`config.mk`:
```
export PLATFORM = sky130hd
export DESIGN_NAME = alu_arb
export DESIGN_NICKNAME = d
export VERILOG_FILES = /design/src/rtl/alu_arb.sv
export SDC_FILE = /design/constraint.sdc
export NUM_CORES = 1
export LEC_CHECK = 0
export ABC_AREA = 1
export BUFFER_PORTS_ARGS = -buffer_cell sky130_fd_sc_hd__buf_4
export CORE_MARGIN = 2
export CORE_UTILIZATION = 35
export DETAILED_ROUTE_END_ITERATION = 10
export PLACE_DENSITY = 0.56
export SKIP_LAST_GASP = 1
export SLEW_MARGIN = 5
export SYNTH_ARGS = -nofsm -noshare
export SYNTH_HDL_FRONTEND = slang
export SYNTH_SLANG_ARGS = --single-unit
```
`constraint.sdc`:
```
create_clock -name clk -period 16.75 [get_ports clk]
set_clock_uncertainty 0.1 [all_clocks]
set_input_delay 3.35 -clock clk [delete_from_list [all_inputs] [get_ports clk]]
set_output_delay 3.35 -clock clk [all_outputs]
set_load 0.02 [all_outputs]
```
`src/rtl/alu_arb.sv`:
```
// alu_arb: two-requester arbiter sharing one 16-bit add/multiply ALU, with a valid/ready response.
// Define ALU_ARB_RR_EN for round-robin arbitration; otherwise requester 0 has fixed priority.

module alu16 (
  input  logic [15:0] a,
  input  logic [15:0] b,
  input  logic [1:0]  op,
  output logic [15:0] y
);
  always_comb begin
    y = 16'h0000;
    case (op)
      2'b01:   y = a + b;
      2'b10:   y = a * b;
      default: y = 16'h0000;
    endcase
  end
endmodule

// state | meaning
// IDLE  | no operation in flight; grant one valid requester and latch its operands
// EXEC  | ALU evaluates the latched operands; result is registered into rsp_data
// RESP  | rsp_valid high, response held until rsp_ready
module alu_arb (
  input  logic        clk,
  input  logic        rst,
  input  logic        req0_valid,
  input  logic [15:0] req0_a,
  input  logic [15:0] req0_b,
  input  logic [1:0]  req0_op,
  output logic        req0_ready,
  input  logic        req1_valid,
  input  logic [15:0] req1_a,
  input  logic [15:0] req1_b,
  input  logic [1:0]  req1_op,
  output logic        req1_ready,
  output logic        rsp_valid,
  input  logic        rsp_ready,
  output logic [15:0] rsp_data,
  output logic        rsp_id,
  output logic        busy
);
  typedef enum logic [1:0] {IDLE = 2'd0, EXEC = 2'd1, RESP = 2'd2} state_t;

  state_t      state_q, state_d;
  logic [15:0] a_q, b_q, alu_y;
  logic [1:0]  op_q;
  logic        id_q;
  logic        grant_id;
  logic        accept;
`ifdef ALU_ARB_RR_EN
  logic        prio_q;
`endif

  alu16 u_alu (
    .a  (a_q),
    .b  (b_q),
    .op (op_q),
    .y  (alu_y)
  );

  // grant_id only matters when at least one requester is valid
  always_comb begin
`ifdef ALU_ARB_RR_EN
    grant_id = (req0_valid && req1_valid) ? prio_q : req1_valid;
`else
    grant_id = ~req0_valid;
`endif
  end

  always_comb begin
    state_d    = state_q;
    accept     = 1'b0;
    req0_ready = 1'b0;
    req1_ready = 1'b0;
    case (state_q)
      IDLE: begin
        if (!rst && (req0_valid || req1_valid)) begin
          accept     = 1'b1;
          req0_ready = ~grant_id;
          req1_ready = grant_id;
          state_d    = EXEC;
        end
      end
      EXEC:    state_d = RESP;
      RESP:    if (rsp_ready) state_d = IDLE;
      default: state_d = IDLE;
    endcase
  end

  always_ff @(posedge clk) begin
    if (rst) begin
      state_q   <= IDLE;
      a_q       <= 16'h0000;
      b_q       <= 16'h0000;
      op_q      <= 2'b00;
      id_q      <= 1'b0;
      rsp_valid <= 1'b0;
      rsp_data  <= 16'h0000;
      rsp_id    <= 1'b0;
`ifdef ALU_ARB_RR_EN
      prio_q    <= 1'b0;
`endif
    end else begin
      state_q <= state_d;
      if (accept) begin
        a_q  <= grant_id ? req1_a  : req0_a;
        b_q  <= grant_id ? req1_b  : req0_b;
        op_q <= grant_id ? req1_op : req0_op;
        id_q <= grant_id;
`ifdef ALU_ARB_RR_EN
        prio_q <= ~grant_id;
`endif
      end
      if (state_q == EXEC) begin
        rsp_data  <= alu_y;
        rsp_id    <= id_q;
        rsp_valid <= 1'b1;
      end else if (state_q == RESP && rsp_ready) begin
        rsp_valid <= 1'b0;
      end
    end
  end

  assign busy = (state_q != IDLE);
endmodule

```
Yosys cells after proc, flatten, opt, wreduce, memory -nomap -nowiden
Index checks and enable logic that the tools add are counted.
Storage, ports and cells
  logic and storage cells: 40
  output and inout bits: 21
  register bits: 55
  input port bits: 73
Cells by class
  bitwise operators: 1
  $add $sub $neg: 1
  $mul: 1
  reductions and logical operators: 8
  mux-type cells: 15
  eq/ne operators: 6
Operators with widths (number)
  $mux 16: 2
  $pmux 16 s2: 1
  $add 16x16->16: 1
  $mul 16x16->16: 1
  $mux 1: 8
  $mux 2: 3
  $pmux 2 s3: 1
  $eq 2x1->1 const B: 2
  $eq 2x2->1 const B: 2
  $ne 2x2->1 const B: 2
  $reduce_bool 2->1: 2
  $logic_and 1x1->1: 2
  $logic_not 2->1: 1
  $reduce_and 2->1: 1
  $logic_not 1->1: 1
  $logic_or 1x1->1: 1
  $not 1->1: 1

Logic depth before layout (Yosys ltp)
Gate-level depths: netlist of run 1.
  word-level depth: 4
  depth in mapped cells: 33

By module
Synthesis of run 1 repeated with hierarchy kept, for this count alone.
Unflattened totals
  cells, all modules: 1178
  area total of the unflattened synthesis: 7686.1 µm²
Modules (own cells, without submodules)
  alu16: area an instance 5247.5 µm², instances 1, sequential area each 0.0 µm², cells an instance 812
  alu_arb: area an instance 2438.6 µm², instances 1, sequential area each 1101.1 µm², cells an instance 366

Worst setup path after synthesis of run 1
Ideal clock, no wire load.
  path kind: input-to-output
  start point: input req0_valid
  end point: output req1_ready
  path slack: 8867 ps
  required time: 13300 ps
  arrival time: 4433 ps
  stages: 6
  cells stage by stage: clkbuf_1 > o21ai_1 > nor2_1 > inv_2 > clkbuf_1 > nor2_1
On the way
  longest elaborated chain between the ends: 4
RTL lines
  start, declared: line 27  | input logic req0_valid,
  $logic_or 1x1->1: line 78  | if (!rst && (req0_valid || req1_valid)) begin
  $logic_and 1x1->1: line 78
  $mux 1 *: line 78
  $mux 1 *: line 76  | case (state_q)
  end, declared: line 36  | output logic req1_ready,
Mark *: on every way between the ends. The rest lies on a longest branch, timed or not.

Worst setup path in the final report of run 1
Ends and elaborated chain as after synthesis.

==> results.cfg, run 1 <==
[final_layout]
finalNonFillerCells = 1464
design_area_um2 = 8590
final_util = 0.409
layout.nets = 1409
drive_gt1_frac = 0.108
area_delta_synth_final_pct = 14.3
diodes = 0
fill_cells = 2249

[yosys]
synth_top_flop_cell = dfxtp_1
yosys.area.top_type_share = 0.213
synth_area_leaders = fa_1 21%, nand2_1 16%, dfxtp_1 15%
yosys_warnings = 0
synth-seq-cells = 55
synth_top_cell_by_area = fa_1
syn_inst = 1128
ys_seq_area_frac = 0.146
ys_types = 35
synth_enable_flop_cells = 0
syn-cell-area_um2 = 7520
synthesis.nets = 1349
avgSynthCellArea_um2 = 6.66
async_reset_ff_frac = 0

[drt]
wl_met3_um = 947
drt-wirelength-per-cell_um = 13.8
wl_mm = 20.2
drc = 0
drt_iter0_drc = 303
viasPerCell = 4.67
highest_layer = met4
antenna_left = 0
firstDrtPassIters = 4
num_vias = 6834
wl_met1_mm = 9.66
dr_wl_met2_mm = 8.99

[min_path]
worst_hold_path_type = reg -> reg
worst_hold_path.endpoint = rsp_id
worstHoldPathCells = 2
hp-start = id_q

[clock_network]
ctsHoldBuffers = 0
cts_buffers = 5
cts.sinks = 55
cts_setup_buffers = 0
cts.clk_slew.worst_paths_ns = 0.07
clkLatencyLatePin_ns = 0.30
ctsResizeCount = 0
clockRootBuffer = clkbuf_16
cts_tree = yes
clk_path_buf_depth = 2
cts_max_level = 2

[critical_path]
cp-end-kind = output port
rr_worst_depth = 29
crit_type = in -> out
regToRegEndpoint = rsp_data[15]
worstPathArrival_ns = 4.94
crit_required_ns = 13.30
r2r_start = b_q[5]
rrSetupSlack_ns = 10.67
cp-start-kind = input port
cp_max_fo = 71

[global_routing]
grt_use_total = 0.185
grt_pass1_vias = 6557
grt.overflow.total = 0
grt_pass1_wl_mm = 33.0
grt_max_degree = 72
grt_antenna_before_repair = 0

[die]
die_area_um2 = 22700
die_width_um = 151
die_h_um = 151
row_count = 53
ios = 94
core_um2 = 21000
initial_utilization = 0.358

[pwr]
internal_power_uw = 316
cellPowerDensity_nw_per_um2 = 62.8
pwr-share-clk = 0.250
seqPwrFrac = 0.317
leakagePower_nw = 4.86
swShare = 0.415
p_switching_uw = 224
combPwrFrac = 0.433
ir_worst_vdd_mv = 0.0397

[place]
gp_congestion = 0.896
dpl.hpwl_mm = 16.1
port_buffers = 93
place_inst = 1456
dpl-instance-area_um2 = 8400

[status]
status = complete, no violations

[sta]
fin_hold_ws_ns = 0.365
hold_viol = 0
setup-tns-final_ns = 0
slew_headroom = 0.379
setup_viol = 0
period_needed_ns = 8.39
final_max_slew_viol_count = 0
max_freq_mhz = 119
worst_pin_slew_ns = 0.930
rsz0062_at_grt = no
period_share = 0.501

[run]
maxCapViolations = 0
-- state kept, by name, summed over array words and instances (netlist names) --
signal     cells
state_q        2
rsp_valid      1
a_q           16
id_q           1
rsp_data      16
rsp_id         1
b_q           16
op_q           2
-- how the worst max path moves through the flow --
stage,depth (start not counted),slack (ns),from,end
finish,7,8.36,req0_valid,req1_ready
global route,7,8.14,req0_valid,req1_ready
CTS,7,8.31,req0_valid,req1_ready
detailed placement,7,8.32,req0_valid,req1_ready
global placement,7,8.32,req0_valid,req1_ready
floorplan,6,8.87,req0_valid,req1_ready
-- metrics by stage --
stage	setup WS [ns]	power, mW
after floorplan	8.87	0.329
after global placement	8.32	0.407
after detailed placement	8.32	0.409
after CTS	8.31	0.545
after global routing	8.14	0.585
final	8.36	0.540
-- power groups by stage --
| stage | registers [mW] | logic [mW] | clock network [mW] |
|---|---|---|---|
| floorplan | 0.153 | 0.176 | 0 |
| CTS | 0.171 | 0.237 | 0.137 |
| global route | 0.173 | 0.271 | 0.141 |
| detailed placement | 0.174 | 0.235 | 0 |
| finish | 0.171 | 0.234 | 0.135 |
| global placement | 0.174 | 0.233 | 0 |
-- synth_stat cells (3+ instances only) --
| library cell | count |
|---|---|
| nor3_1 | 3 |
| o21ai_1 | 29 |
| nand3b_1 | 3 |
| nor2_1 | 28 |
| o22ai_1 | 7 |
| inv_1 | 260 |
| ha_1 | 68 |
| nand2_2 | 6 |
| clkbuf_1 | 33 |
| clkinv_1 | 4 |
| a21oi_1 | 48 |
| inv_2 | 6 |
| nand2_1 | 320 |
| xnor2_1 | 4 |
| nand3_1 | 71 |
| dfxtp_1 | 55 |
| buf_4 | 8 |
| xor2_1 | 6 |
| fa_1 | 80 |
| buf_2 | 6 |
| o21ai_0 | 62 |
-- routing by layer --
metal	vias to the layer above	GRT usage
met1	3116	0.260
met3	22	0.0139
met4	0	0.0552
li1	3533	-
met5	-	0
met2	163	0.303
-- final cells by class --
cell class	instances	area, µm²	share of cell area
clock inverters	3	67.6	0.00787
inverters	270	1010	0.118
multi-input cells	755	5180	0.603
well taps	275	344	0.0401
clock buffers	5	125	0.0146
flip-flops and latches	55	1100	0.128
repair buffers	101	758	0.0883
-- cells by family after synthesis --
logic type,synth area share
and+or+nand+nor,0.238
muxes,0.00133
AOI/OAI and AO/OA,0.112
xor gates and xnor gates,0.0117
buffers and inverters,0.165
adders and majority gates,0.326
DFF,0.146
-- critical path, cell delays in order --
cell,delay [ns]
buf_4,0.28
o21ai_2,0.18
buf_4,0.31
nor2_1,0.11
inv_2,0.44
nor2_1,0.08
buf_4,0.18
-- placed cells by master (no fill, tap or decap), drive strengths merged, types with 6 or more instances in the layout --
master | synthesis | final
a21oi | 49 | 49
buf | 15 | 101
dfxtp | 55 | 55
fa | 80 | 80
ha | 68 | 68
inv | 266 | 266
nand2 | 326 | 326
nand3 | 72 | 72
nor2 | 30 | 30
o21ai | 91 | 91
o22ai | 7 | 7
xor2 | 6 | 6
Power figures use the tool's default switching activity.
==> run 2: changes to the inputs <==
Settings changed: PLACE_DENSITY 0.56 to 0.58.
Clock period 16.75 ns to 7.45 ns, I/O delays scaled along.
==> run 2 against run 1 <==
  * Via count about the same
  * First-iteration DRC count increased by 32%
  * Critical path depth increased by 18
  * Critical path type is now reg -> reg
  * Largest power group unchanged
==> results.cfg, run 2 (synthesis gave the netlist of run 1 again) <==
[final_layout]
diodes = 0
fill_cells = 2217
final_common_cell = nand2_1
design_area_um2 = 8510
area_delta_synth_final_pct = 13.3
seqCellArea_um2 = 1100
top_regs = a_q (16), b_q (16), rsp_data (16)
layout.nets = 1404
mostFrequentLayoutCells = 320 x nand2_1, 260 x inv_1, 96 x buf_4, 80 x fa_1, 71 x nand3_1
final_util = 0.405
drive_gt1_frac = 0.105
multi_input_area_um2 = 5180

[clock_network]
cts_max_level = 2
ctsHoldBuffers = 0
clkLatencyLatePin_ns = 0.31
ctsResizeCount = 0
clockRootBuffer = clkbuf_16
cts_tree = yes
clk_path_buf_depth = 2
cts.clk_slew.worst_paths_ns = 0.08
cts_setup_buffers = 0
cts_buffers = 5
cts.sinks = 55

[global_routing]
grt_pass1_vias = 6868
grt.overflow.total = 0
grt_antenna_before_repair = 0
grt_use_total = 0.187
grt_max_degree = 72
grt_pass1_wl_mm = 33.7

[sta]
worst_pin_slew_ns = 1.10
setup_viol = 0
hold_viol = 0
slew_headroom = 0.260
max_freq_mhz = 171
rsz0062_at_grt = no
setup-tns-final_ns = 0
period_share = 0.783
period_needed_ns = 5.83
final_max_slew_viol_count = 0

[drt]
drc = 0
wl_mm = 20.0
drt_iter0_drc = 401
firstDrtPassIters = 5
antenna_left = 0
viasPerCell = 4.69
drt-wirelength-per-cell_um = 13.7
num_vias = 6836

[critical_path]
crit_required_ns = 7.60
rrSetupSlack_ns = 1.62
crit_type = reg -> reg
cp-end-kind = flip-flop
worstPathArrival_ns = 5.98
cp_max_fo = 18
cp-start-kind = flip-flop

[die]
die_width_um = 151
ios = 94
die_area_um2 = 22700
die_h_um = 151
core_um2 = 21000
row_count = 53
initial_utilization = 0.358

[place]
gp_congestion = 0.875
dpl.hpwl_mm = 16.3
dpl-instance-area_um2 = 8360
port_buffers = 93

[pwr]
leakagePower_nw = 4.82
cellPowerDensity_nw_per_um2 = 136
ir_worst_vdd_mv = 0.0919

[min_path]
worst_hold_path_type = reg -> reg

[run]
maxCapViolations = 0

[status]
status = complete, no violations
## run 2: metal layers
metal / share of wire / track usage / vias to the layer above
met5: 0 / 0 / -
met4: 0.014 / 0.0406 / 0
met3: 0.050 / 0.0173 / 13
met2: 0.47 / 0.321 / 177
met1: 0.46 / 0.255 / 3124
li1: - / - / 3522
## run 2: area by class of cell
class	instances	share of cell area
Clock inverter	3	0.00323
Clock buffer	5	0.0147
Tap cell	275	0.0404
Multi-Input combinational cell	755	0.609
Timing Repair Buffer	96	0.0847
Sequential cell	55	0.129
Inverter	270	0.119
## run 2: final timing paths
kind / endpoint / cells past startpoint / from
setup / recovery: rsp_data[15] / 25 / b_q[1]
hold reg to reg: rsp_id / 2 / id_q
setup reg to reg: rsp_data[15] / 25 / b_q[1]
hold / removal: rsp_id / 2 / id_q
## run 2: through the flow
step                setup slack, ns  total power [mW]  hold slack [ns]  instances
global placement               1.71             0.908            0.350       1451
detailed placement             1.62             0.916            0.353       1451
global route                   1.20              1.26            0.385       1459
CTS                            1.61              1.17            0.365       1459
floorplan                      1.99             0.740            0.331       1128
finish                         1.62              1.16            0.362       1459
## run 2: worst max-delay path, cell delays in order, from the launching register on
cell and delay [ns]:
dfxtp_1 0.80, nand2_1 0.18, fa_1 0.54, fa_1 0.54, inv_1 0.05, fa_1 0.48
fa_1 0.53, fa_1 0.49, inv_1 0.05, fa_1 0.47, inv_1 0.05, ha_1 0.33
nand2_1 0.10, nor3_2 0.15, nand3_1 0.10, nand3_1 0.14, nand2_1 0.08, nand2_1 0.06
nand2_1 0.04, nand2_1 0.07, inv_1 0.04, nand3_1 0.07, nand3_1 0.07, nand2_1 0.07
nand2_1 0.05, a21oi_2 0.12
## run 2: power breakdown
| part | switching [mW] | internal, mW |
|---|---|---|
| Clock | 0.123 | 0.128 |
| Combinational | 0.321 | 0.201 |
| Sequential | 0.0669 | 0.318 |
| Total | 0.512 | 0.646 |
